==> config.mk <==
export PLATFORM = sky130hd
export DESIGN_NAME = pll_ctrl
export DESIGN_NICKNAME = d
export VERILOG_FILES = /design/src/rtl/pll_ctrl_pkg.sv /design/src/rtl/pll_ctrl_clk_div_gen.sv /design/src/rtl/pll_ctrl.sv
export SDC_FILE = /design/constraint.sdc
export NUM_CORES = 1
export LEC_CHECK = 0
export ABC_AREA = 1
export BUFFER_PORTS_ARGS = -buffer_cell sky130_fd_sc_hd__buf_4
export CORE_MARGIN = 2
export CORE_UTILIZATION = 40
export CTS_CLUSTER_SIZE = 8
export DETAILED_ROUTE_END_ITERATION = 10
export PLACE_DENSITY = 0.65
export SLEW_MARGIN = 10
export SYNTH_ARGS = -nofsm -noshare
export SYNTH_HDL_FRONTEND = slang
export SYNTH_SLANG_ARGS = --single-unit
==> constraint.sdc <==
create_clock -name CLK -period 1.7 [get_ports CLK]
set_input_delay 0 -clock CLK [delete_from_list [all_inputs] [get_ports CLK]]
set_output_delay 0 -clock CLK [all_outputs]
set_load 0.005 [all_outputs]
==> src/rtl/pll_ctrl_pkg.sv <==
// Shared state encoding and default sizing for the PLL controller and its divider.
package pll_ctrl_pkg;

  localparam int PLL_DIV_W       = 4;
  localparam int PLL_LOCK_CYCLES = 8;
  localparam int PLL_DEF_DIV     = 5;

  typedef enum logic [1:0] {
    ST_IDLE   = 2'd0,
    ST_RAMP   = 2'd1,
    ST_LOCKED = 2'd2,
    ST_RECONF = 2'd3
  } pll_state_e;

endpackage

==> src/rtl/pll_ctrl_clk_div_gen.sv <==
// Half-period counter and toggle: clk_div flips every `half` CLK cycles while run is high.
module clk_div_gen #(
  parameter int DIV_W = 4
) (
  input  logic             CLK,
  input  logic             reset,
  input  logic             i_run,
  input  logic [DIV_W-1:0] i_half,
  output logic             o_clk_div,
  output logic             o_div_tick
);

  logic [DIV_W-1:0] r_cnt;
  logic             r_clk_div;
  logic             r_div_tick;

  // Dropping run parks the divider at its start phase so the next run begins cleanly.
  always_ff @(posedge CLK) begin
    if (reset || !i_run) begin
      r_cnt      <= DIV_W'(1);
      r_clk_div  <= 1'b0;
      r_div_tick <= 1'b0;
    end else if (r_cnt == i_half) begin
      r_cnt      <= DIV_W'(1);
      r_clk_div  <= ~r_clk_div;
      r_div_tick <= ~r_clk_div;
    end else begin
      r_cnt      <= r_cnt + 1'b1;
      r_div_tick <= 1'b0;
    end
  end

  assign o_clk_div  = r_clk_div;
  assign o_div_tick = r_div_tick;

endmodule

==> src/rtl/pll_ctrl.sv <==
// PLL controller: run/lock FSM, lock counter and rate_req/rate_ack handshake around clk_div_gen.
// Handshake: rate_req is held by the requester until rate_ack; rate_ack pulses for exactly one
// cycle on acceptance and never on two consecutive cycles.
module pll_ctrl
  import pll_ctrl_pkg::*;
#(
  parameter int DIV_W       = PLL_DIV_W,
  parameter int LOCK_CYCLES = PLL_LOCK_CYCLES,
  parameter int DEF_DIV     = PLL_DEF_DIV
) (
  input  logic             CLK,
  input  logic             reset,
  input  logic             i_en,
  input  logic             i_rate_req,
  input  logic [DIV_W-1:0] i_rate_div,
  output logic             o_rate_ack,
  output logic             o_pll_run,
  output logic             o_lock,
  output logic             o_clk_div,
  output logic             o_div_tick,
  output pll_state_e       o_state
);

  localparam int LC_W = $clog2(LOCK_CYCLES + 1);

  pll_state_e       r_state;
  pll_state_e       w_next;
  logic [DIV_W-1:0] r_half;
  logic [DIV_W-1:0] w_half_new;
  logic [LC_W-1:0]  r_lock_cnt;
  logic             r_rate_ack;
  logic             r_pll_run;
  logic             r_lock;
  logic             w_accept;
  logic             w_lock_last;
  logic             w_running_now;
  logic             w_running_next;
  logic             w_run;
  logic             w_clk_div;
  logic             w_div_tick;

  assign w_half_new     = (i_rate_div == '0) ? DIV_W'(1) : i_rate_div;
  assign w_lock_last    = (r_lock_cnt == LC_W'(LOCK_CYCLES - 1));
  assign w_running_now  = (r_state == ST_RAMP) || (r_state == ST_LOCKED);
  assign w_running_next = (w_next == ST_RAMP) || (w_next == ST_LOCKED);
  // The divider only steps while staying in RAMP/LOCKED, so entering RAMP starts at cnt=1.
  assign w_run          = w_running_now && w_running_next;

  always_comb begin
    w_next   = r_state;
    w_accept = 1'b0;
    case (r_state)
      ST_IDLE: begin
        // A request in IDLE only reloads half; ramping waits one more cycle.
        if (i_rate_req && !r_rate_ack) begin
          w_accept = 1'b1;
        end else if (i_en) begin
          w_next = ST_RAMP;
        end
      end
      ST_RAMP: begin
        if (!i_en) begin
          w_next = ST_IDLE;
        end else if (w_div_tick && w_lock_last) begin
          w_next = ST_LOCKED;
        end
      end
      ST_LOCKED: begin
        if (!i_en) begin
          w_next = ST_IDLE;
        end else if (i_rate_req && !r_rate_ack) begin
          w_accept = 1'b1;
          w_next   = ST_RECONF;
        end
      end
      ST_RECONF: begin
        w_next = i_en ? ST_RAMP : ST_IDLE;
      end
      default: w_next = ST_IDLE;
    endcase
  end

  always_ff @(posedge CLK) begin
    if (reset) begin
      r_state    <= ST_IDLE;
      r_half     <= DIV_W'(DEF_DIV);
      r_lock_cnt <= '0;
      r_rate_ack <= 1'b0;
      r_pll_run  <= 1'b0;
      r_lock     <= 1'b0;
    end else begin
      r_state    <= w_next;
      r_rate_ack <= w_accept;
      r_pll_run  <= (w_next != ST_IDLE);
      r_lock     <= (w_next == ST_LOCKED);
      if (w_accept) begin
        r_half <= w_half_new;
      end
      if (!w_running_next) begin
        r_lock_cnt <= '0;
      end else if ((r_state == ST_RAMP) && w_div_tick && (r_lock_cnt != LC_W'(LOCK_CYCLES))) begin
        r_lock_cnt <= r_lock_cnt + 1'b1;
      end
    end
  end

  clk_div_gen #(
    .DIV_W (DIV_W)
  ) u_clk_div_gen (
    .CLK        (CLK),
    .reset      (reset),
    .i_run      (w_run),
    .i_half     (r_half),
    .o_clk_div  (w_clk_div),
    .o_div_tick (w_div_tick)
  );

  assign o_rate_ack = r_rate_ack;
  assign o_pll_run  = r_pll_run;
  assign o_lock     = r_lock;
  assign o_clk_div  = w_clk_div;
  assign o_div_tick = w_div_tick;
  assign o_state    = r_state;

endmodule
==> results.sh, run 1 <==
export IMPL_wire_per_inst_um=11.4
export IMPL_ys_types=19
export IMPL_drt_iter0_markers=18
export IMPL_postRouteWirelength_um=2290
export IMPL_startpoint="r_lock_cnt[0]"
export IMPL_rsz0062_at_grt="true"
export IMPL_clock_latency_ns=0.31
export IMPL_drt_first_pass_iters=4
export IMPL_clock_skew_ns=0.00455
export IMPL_r2r_cells=14
export IMPL_via_count=936
export IMPL_drv_slew=0
export IMPL_ys_ff_latch=19
export IMPL_antenna_found_initial=0
export IMPL_die_h_um=53.8
export IMPL_critPathBufInv=2
export IMPL_min_delay_path_class="in -> reg"
export IMPL_endpoint_kind="flip-flop"
export IMPL_period_minus_slack_ns=1.76
export IMPL_die_width_um=53.8
export IMPL_p_per_area_nw_per_um2=1020
export IMPL_cts_root_buf="clkbuf_4"
export IMPL_syn_area_per_cell_um2=7.63
export IMPL_hp_start="reset"
export IMPL_core_rowCount=18
export IMPL_grt_pass1_vias=847
export IMPL_synthAdderAreaFrac_pct=11.3
export IMPL_synth_net_count=147
export IMPL_io_buffers=14
export IMPL_initial_core_util_pct=41.2
export IMPL_ir_drop_v=0.000798
export IMPL_ant_nets=0
export IMPL_track_usage_pct=17.0
export IMPL_slew_headroom_pct=83.5
export IMPL_placed_cell_area_um2=1260
export IMPL_muxShareOfSynthArea_pct=0
export IMPL_drive_above_1_share_pct=49.7
export IMPL_arrival_ns=2.01
export IMPL_clock_sinks=19
export IMPL_antennaDiodeCount=0
export IMPL_grt_max_degree=12
export IMPL_outcome="complete, but fails checks"
export IMPL_synth_xor_area_share_pct=6.18
export IMPL_hold_viol=0
export IMPL_crit_chain="ha_4, nand2_4, inv_1, nand2_2, nand2_2, nand3_2, nand2_2, and2_4, ha_4, nand2_4, nor2_4, buf_4, nand2_2, nor2_1"
export IMPL_slowest_stage="dfxtp_2"
export IMPL_worst_setup_path_start_kind="flip-flop"
export IMPL_htreeDepth=1
export IMPL_overflow=0
export IMPL_dp_hpwl_um=1450
export IMPL_clock_path_buffers=2
export IMPL_netlist_area_um2=992
export IMPL_synth_top_family_by_area="simple AND/OR/NAND/NOR gates"
export IMPL_core_area_um2=2410
export IMPL_grt_pass1_wl_um=3530
export IMPL_yosysWarnings=0
export IMPL_final_cell_mix="28 x buf_4, 15 x dfxtp_1, 13 x inv_1, 13 x nor2_1, 13 x nand2_1"
export IMPL_clock_fmax_mhz=567
export IMPL_p_leak_nw=0.741
export IMPL_fin_crit_sh_pct=104
export IMPL_synth_cells=130
export IMPL_r2r_slack_ns=-0.06
export IMPL_finalSetupViolations=10
export IMPL_synth_yosys_seq_area_share_pct=38.3
export IMPL_crit_fanout=3
export IMPL_hold_path_end="u_clk_div_gen.o_div_tick"
export IMPL_synth_simple_area_share_pct=26.1
export IMPL_viasPerCell=4.66
export IMPL_cp_data_required_time_ns=1.95
export IMPL_cp_top_family="simple AND/OR/NAND/NOR gates"
export IMPL_tightest_slew_ns=0.246
export IMPL_setup_ws_ns=-0.0628
export IMPL_area_delta_synth_final_pct=55.0
export IMPL_slowest_delay_ns=0.36
export IMPL_critPathKind="reg -> reg"
export IMPL_final_nets=189
export IMPL_drc_errors=0
export IMPL_cts_buffers=3
export IMPL_cts_tree="yes"
export IMPL_die_area_um2=2890
export IMPL_synth_compound_area_share_pct=8.95
export IMPL_gp_congestion=0.754
export IMPL_fin_area_um2=1540
export IMPL_io_pins=15
export IMPL_drv_cap=0
export IMPL_r2r_end="u_clk_div_gen.r_cnt[3]"
export IMPL_crit_top_cell="nand2_2"
export IMPL_fin_tns_setup_ns=-0.414
export IMPL_r2r_start="r_lock_cnt[0]"
export IMPL_final_common_cell="buf_4"
export IMPL_clk_pin_slew_ns=0.11
export IMPL_p_total_mw=1.57
export IMPL_violations="negative setup slack"
export IMPL_post_place_ws_ns=-0.107
export IMPL_min_delay_path_depth=6
export IMPL_postLayoutCoreUtil_pct=63.8
==> cell families after synthesis <==
group | count (synthesis)
AOI/OAI and AO/OA | 15
xor gates and xnor gates | 7
adders and majority gates | 9
buffers and inverters | 24
DFF | 19
and+or+nand+nor | 56
==> synth_stat cells <==
cell type	count	area share, %
a21oi_4	1	1.6
nand3_1	9	4.5
nor2_2	2	1.3
nand2_1	20	7.6
xnor2_1	2	1.8
and2_1	1	0.63
dfxtp_1	19	38
o21ai_1	8	4.0
inv_1	16	6.1
nor3_1	1	0.50
nand3_2	1	1.0
inv_2	8	3.0
xor2_1	5	4.4
nor2_4	1	1.1
ha_1	9	11
a21oi_1	5	2.5
nor2_1	15	5.7
o21bai_1	1	0.76
nand2_2	6	3.8
==> routing by layer <==
| layer | global-route usage [%] | up-vias | routed length, um |
|---|---|---|---|
| li1 | - | 485 | - |
| met1 | 19.4 | 428 | 975 |
| met2 | 31.5 | 18 | 1190 |
| met3 | 2.50 | 5 | 102 |
| met4 | 6.41 | 0 | 29 |
| met5 | 0 | - | 0 |
==> through the flow <==
step           hold WS, ns  instances
2_1_floorplan       0.0594        130
3_3_place_gp         0.222        183
3_5_place_dp         0.223        183
4_1_cts             0.0581        200
5_1_grt             0.0684        201
6_report            0.0598        201
==> timing repair <==
| action | CTS | global route |
|---|---|---|
| setup endpoints to repair | 9 | 10 |
| gates resized for setup | 11 | 22 |
| buffers inserted | 7 | 1 |
| hold endpoints to repair | 9 | 0 |
| hold buffers | 6 | 0 |
| pin swaps | 5 | 3 |
==> layout make-up <==
cell class | instances | area (um^2)
tap | 30 | 37.5
fill | 195 | 872
inverter | 24 | 100
clock buffer | 3 | 22.5
multi-input combinational | 87 | 678
clock inverter | 1 | 5.00
timing repair buffer | 37 | 304
sequential | 19 | 390
==> state kept, by name (all words and copies together) (netlist names) <==
name and count:
r_half 4, r_lock_cnt 4, u_clk_div_gen.r_cnt 4, o_state 2, o_lock 1, o_pll_run 1, o_rate_ack 1, u_clk_div_gen.o_clk_div 1
u_clk_div_gen.o_div_tick 1
==> report_power, final <==
| group | internal, mW | switching, mW | total [mW] |
|---|---|---|---|
| logic | 0.407 | 0.376 | 0.782 |
| registers | 0.503 | 0.0499 | 0.553 |
| clock network | 0.0879 | 0.149 | 0.237 |
==> worst register-to-register path, cell delays in order (launching register included) <==
cell	delay [ns]
dfxtp_2	0.36
ha_4	0.16
nand2_4	0.06
inv_1	0.04
nand2_2	0.07
nand2_2	0.05
nand3_2	0.06
nand2_2	0.06
and2_4	0.15
ha_4	0.29
nand2_4	0.05
nor2_4	0.08
buf_4	0.13
nand2_2	0.07
nor2_1	0.08
==> worst max-delay path by stage <==
| stage | endpoint | depth (start not counted) |
|---|---|---|
| CTS | u_clk_div_gen.r_cnt[3] | 14 |
| global placement | u_clk_div_gen.o_clk_div | 15 |
| global route | u_clk_div_gen.o_clk_div | 13 |
| detailed placement | u_clk_div_gen.o_clk_div | 15 |
| finish | u_clk_div_gen.r_cnt[3] | 14 |
| floorplan | u_clk_div_gen.o_clk_div | 15 |
(Power assumes the default switching activity.)
==> inputs of run 2 (changes only) <==
--- a/config.mk
+++ b/config.mk
@@ -15,4 +15,5 @@
 export SLEW_MARGIN = 10
 export SYNTH_ARGS = -nofsm -noshare
 export SYNTH_HDL_FRONTEND = slang
+export SYNTH_HIERARCHICAL = 1
 export SYNTH_SLANG_ARGS = --single-unit
==> run 2 against run 1 <==
Net effect: the flow still finishes with violations (negative setup slack); sequential share of layout area rose by 0.44 points; via count is 5.0% higher; clock skew up 0.0015 ns; flip-flop and latch count stayed put; critical path type unchanged.
==> results.sh, run 2 <==
export IMPL_syn_area_per_cell_um2=7.04
export IMPL_area_delta_synth_final_pct=47.1
export IMPL_final_nets=208
export IMPL_ant_nets=0
export IMPL_final_common_cell="buf_4"
export IMPL_muxShareOfSynthArea_pct=0
export IMPL_clock_skew_ns=0.00605
export IMPL_r2r_end="u_clk_div_gen/o_clk_div"
export IMPL_drive_above_1_share_pct=37.9
export IMPL_crit_top_cell="inv_2"
export IMPL_overflow=0
export IMPL_r2r_slack_ns=-0.16
export IMPL_cts_tree="yes"
export IMPL_viasPerCell=4.47
export IMPL_post_place_ws_ns=-0.253
export IMPL_antenna_found_initial=0
export IMPL_drv_slew=0
export IMPL_arrival_ns=2.11
export IMPL_critPathBufInv=5
export IMPL_hp_start="i_en"
export IMPL_r2r_start="o_state[0]"
export IMPL_drt_iter0_markers=20
export IMPL_period_minus_slack_ns=1.86
export IMPL_synth_edff_count=0
export IMPL_clock_latency_ns=0.30
export IMPL_endpoint_kind="flip-flop"
export IMPL_hold_path_end="o_state[0]"
export IMPL_critPathKind="reg -> reg"
export IMPL_slew_headroom_pct=81.1
export IMPL_via_count=983
export IMPL_setup_ws_ns=-0.161
export IMPL_worst_setup_path_start_kind="flip-flop"
export IMPL_htreeDepth=1
export IMPL_ys_top_cells_by_count="34 x nand2_1, 30 x inv_1, 19 x dfxtp_1"
export IMPL_drt_first_pass_iters=4
export IMPL_cp_top_family="simple AND/OR/NAND/NOR gates"
export IMPL_cp_data_required_time_ns=1.95
export IMPL_synth_cells=146
export IMPL_synthFlopType="dfxtp_1"
export IMPL_synth_xor_area_share_pct=2.56
export IMPL_async_flop_share_pct=0
export IMPL_clock_path_buffers=2
export IMPL_initial_core_util_pct=41.8
export IMPL_placed_cell_area_um2=1330
export IMPL_core_rowCount=18
export IMPL_cts_buffers=3
export IMPL_slowest_stage="dfxtp_4"
export IMPL_synth_area_leaders="dfxtp_1 37%, nand2_1 12%, ha_1 11%, inv_1 11%, nor2_1 5.5%"
export IMPL_drv_cap=0
export IMPL_violations="negative setup slack"
export IMPL_crit_fanout=4
export IMPL_fillers=233
export IMPL_min_delay_path_class="in -> reg"
export IMPL_drc_errors=0
export IMPL_ir_drop_v=0.000515
export IMPL_postRouteWirelength_um=2100
export IMPL_clk_pin_slew_ns=0.11
export IMPL_die_width_um=54.7
export IMPL_grt_max_degree=12
export IMPL_cts_root_buf="clkbuf_4"
export IMPL_finalSetupViolations=7
export IMPL_rsz0062_at_grt="true"
export IMPL_yosysTopAreaCell="dfxtp_1"
export IMPL_p_leak_nw=0.752
export IMPL_dp_hpwl_um=1610
export IMPL_synth_top_area_share_pct=37.0
export IMPL_ys_ff_latch=19
export IMPL_core_area_um2=2450
export IMPL_clock_fmax_mhz=537
export IMPL_track_usage_pct=17.0
export IMPL_gp_congestion=0.746
export IMPL_netlist_area_um2=1030
export IMPL_antennaDiodeCount=0
export IMPL_ys_types=19
export IMPL_synth_yosys_seq_area_share_pct=37.0
export IMPL_hold_viol=0
export IMPL_grt_pass1_vias=916
export IMPL_fin_area_um2=1510
export IMPL_die_h_um=54.7
export IMPL_crit_chain="inv_4, ha_4, nand2_4, a21oi_4, o21bai_2, nand2_2, inv_2, ha_4, nand2_2, inv_2, inv_2, nor2_4, inv_1, nor2_1, nand3_1, nand2_1"
export IMPL_r2r_cells=16
export IMPL_fin_crit_sh_pct=109
export IMPL_grt_pass1_wl_um=3610
export IMPL_outcome="complete, but fails checks"
export IMPL_die_area_um2=2990
export IMPL_io_pins=15
export IMPL_min_delay_path_depth=5
export IMPL_fin_tns_setup_ns=-0.893
export IMPL_final_cell_mix="35 x buf_4, 30 x nand2_1, 24 x inv_1"
export IMPL_synth_simple_area_share_pct=27.9
export IMPL_yosysMostFrequentCell="nand2_1"
export IMPL_wire_per_inst_um=9.53
export IMPL_synth_top_family_by_area="simple AND/OR/NAND/NOR gates"
export IMPL_synth_compound_area_share_pct=9.87
export IMPL_yosysWarnings=6
export IMPL_slowest_delay_ns=0.39
export IMPL_io_buffers=14
export IMPL_p_per_area_nw_per_um2=683
export IMPL_synth_net_count=163
export IMPL_tightest_slew_ns=0.281
export IMPL_synthAdderAreaFrac_pct=11.0
export IMPL_reg_largest_list="r_half (4), r_lock_cnt (4), u_clk_div_gen/r_cnt (4)"
export IMPL_clock_sinks=19
run 2: changes by cell type in the layout (fill, tap and decap cells not counted), sizes merged:
cell,delta
a21oi,+2
nand2,+11
xor2,-4
buf,+4
nor2,-1
inv,+8
dlygate4sd3,-1
nand3,+1
o21ai,-1
run 2: timing repair:
item | in CTS | in global routing
pin swaps | 10 | 10
hold endpoints to repair | 9 | 0
endpoints found under the setup margin | 10 | 10
hold buffers | 5 | 0
resized for setup | 15 | 4
buffers inserted | 4 | 2
run 2: stage by stage:
stage	power, mW	hold slack, ns	utilization (%)	instances
finish	1.03	0.0964	61.6	220
global route	1.11	0.133	61.6	220
CTS	1.03	0.0864	60.5	218
detailed placement	0.755	0.237	54.0	205
global placement	0.751	0.230	54.0	205
floorplan	0.650	0.0551	-	146
run 2: cell families (layout without fill, tap and decap cells):
family                     Yosys count  in the layout
and+or+nand+nor                     67             67
buffers and inverters               32             76
DFF                                 19             19
AOI/OAI and AO/OA                   16             16
adders and majority gates            9              9
xor gates and xnor gates             3              3
run 2: routing by layer:
layer | vias up | GRT usage [%] | share of wire (%)
met3 | 5 | 2.46 | 2.8
li1 | 528 | - | -
met5 | - | 0 | 0
met1 | 438 | 18.6 | 46
met4 | 0 | 7.50 | 1.7
met2 | 12 | 31.7 | 50
run 2: how the worst max path moves through the flow:
stage                              end           from  depth (start not counted)
2_1_floorplan  u_clk_div_gen/o_clk_div     o_state[0]                         16
5_1_grt         u_clk_div_gen/r_cnt[3]     o_state[0]                         15
4_1_cts        u_clk_div_gen/o_clk_div     o_state[0]                         16
6_report       u_clk_div_gen/o_clk_div     o_state[0]                         16
3_5_place_dp   u_clk_div_gen/o_clk_div  r_lock_cnt[0]                         17
3_3_place_gp   u_clk_div_gen/o_clk_div  r_lock_cnt[0]                         17
run 2: final cells by class:
cell class              count  area (um^2)  area share [%]
well taps                  30         37.5            2.48
flip-flops and latches     19          390            25.8
inverters                  32          128            8.44
clock buffers               3         22.5            1.49
multi-input cells          95          616            40.7
repair buffers             40          313            20.7
clock inverters             1         5.00           0.331
run 2: worst min-delay path, cell delays in order:
cell and delay, ns:
buf_4 0.13, inv_1 0.06, nor2_1 0.04, nand2_1 0.07, a21oi_1 0.06
run 2: report_power, final:
group,internal (mW),total [mW],switching (mW)
Clock,0.0878,0.233,0.145
Combinational,0.163,0.305,0.143
Sequential,0.471,0.494,0.0228
Total,0.722,1.03,0.310
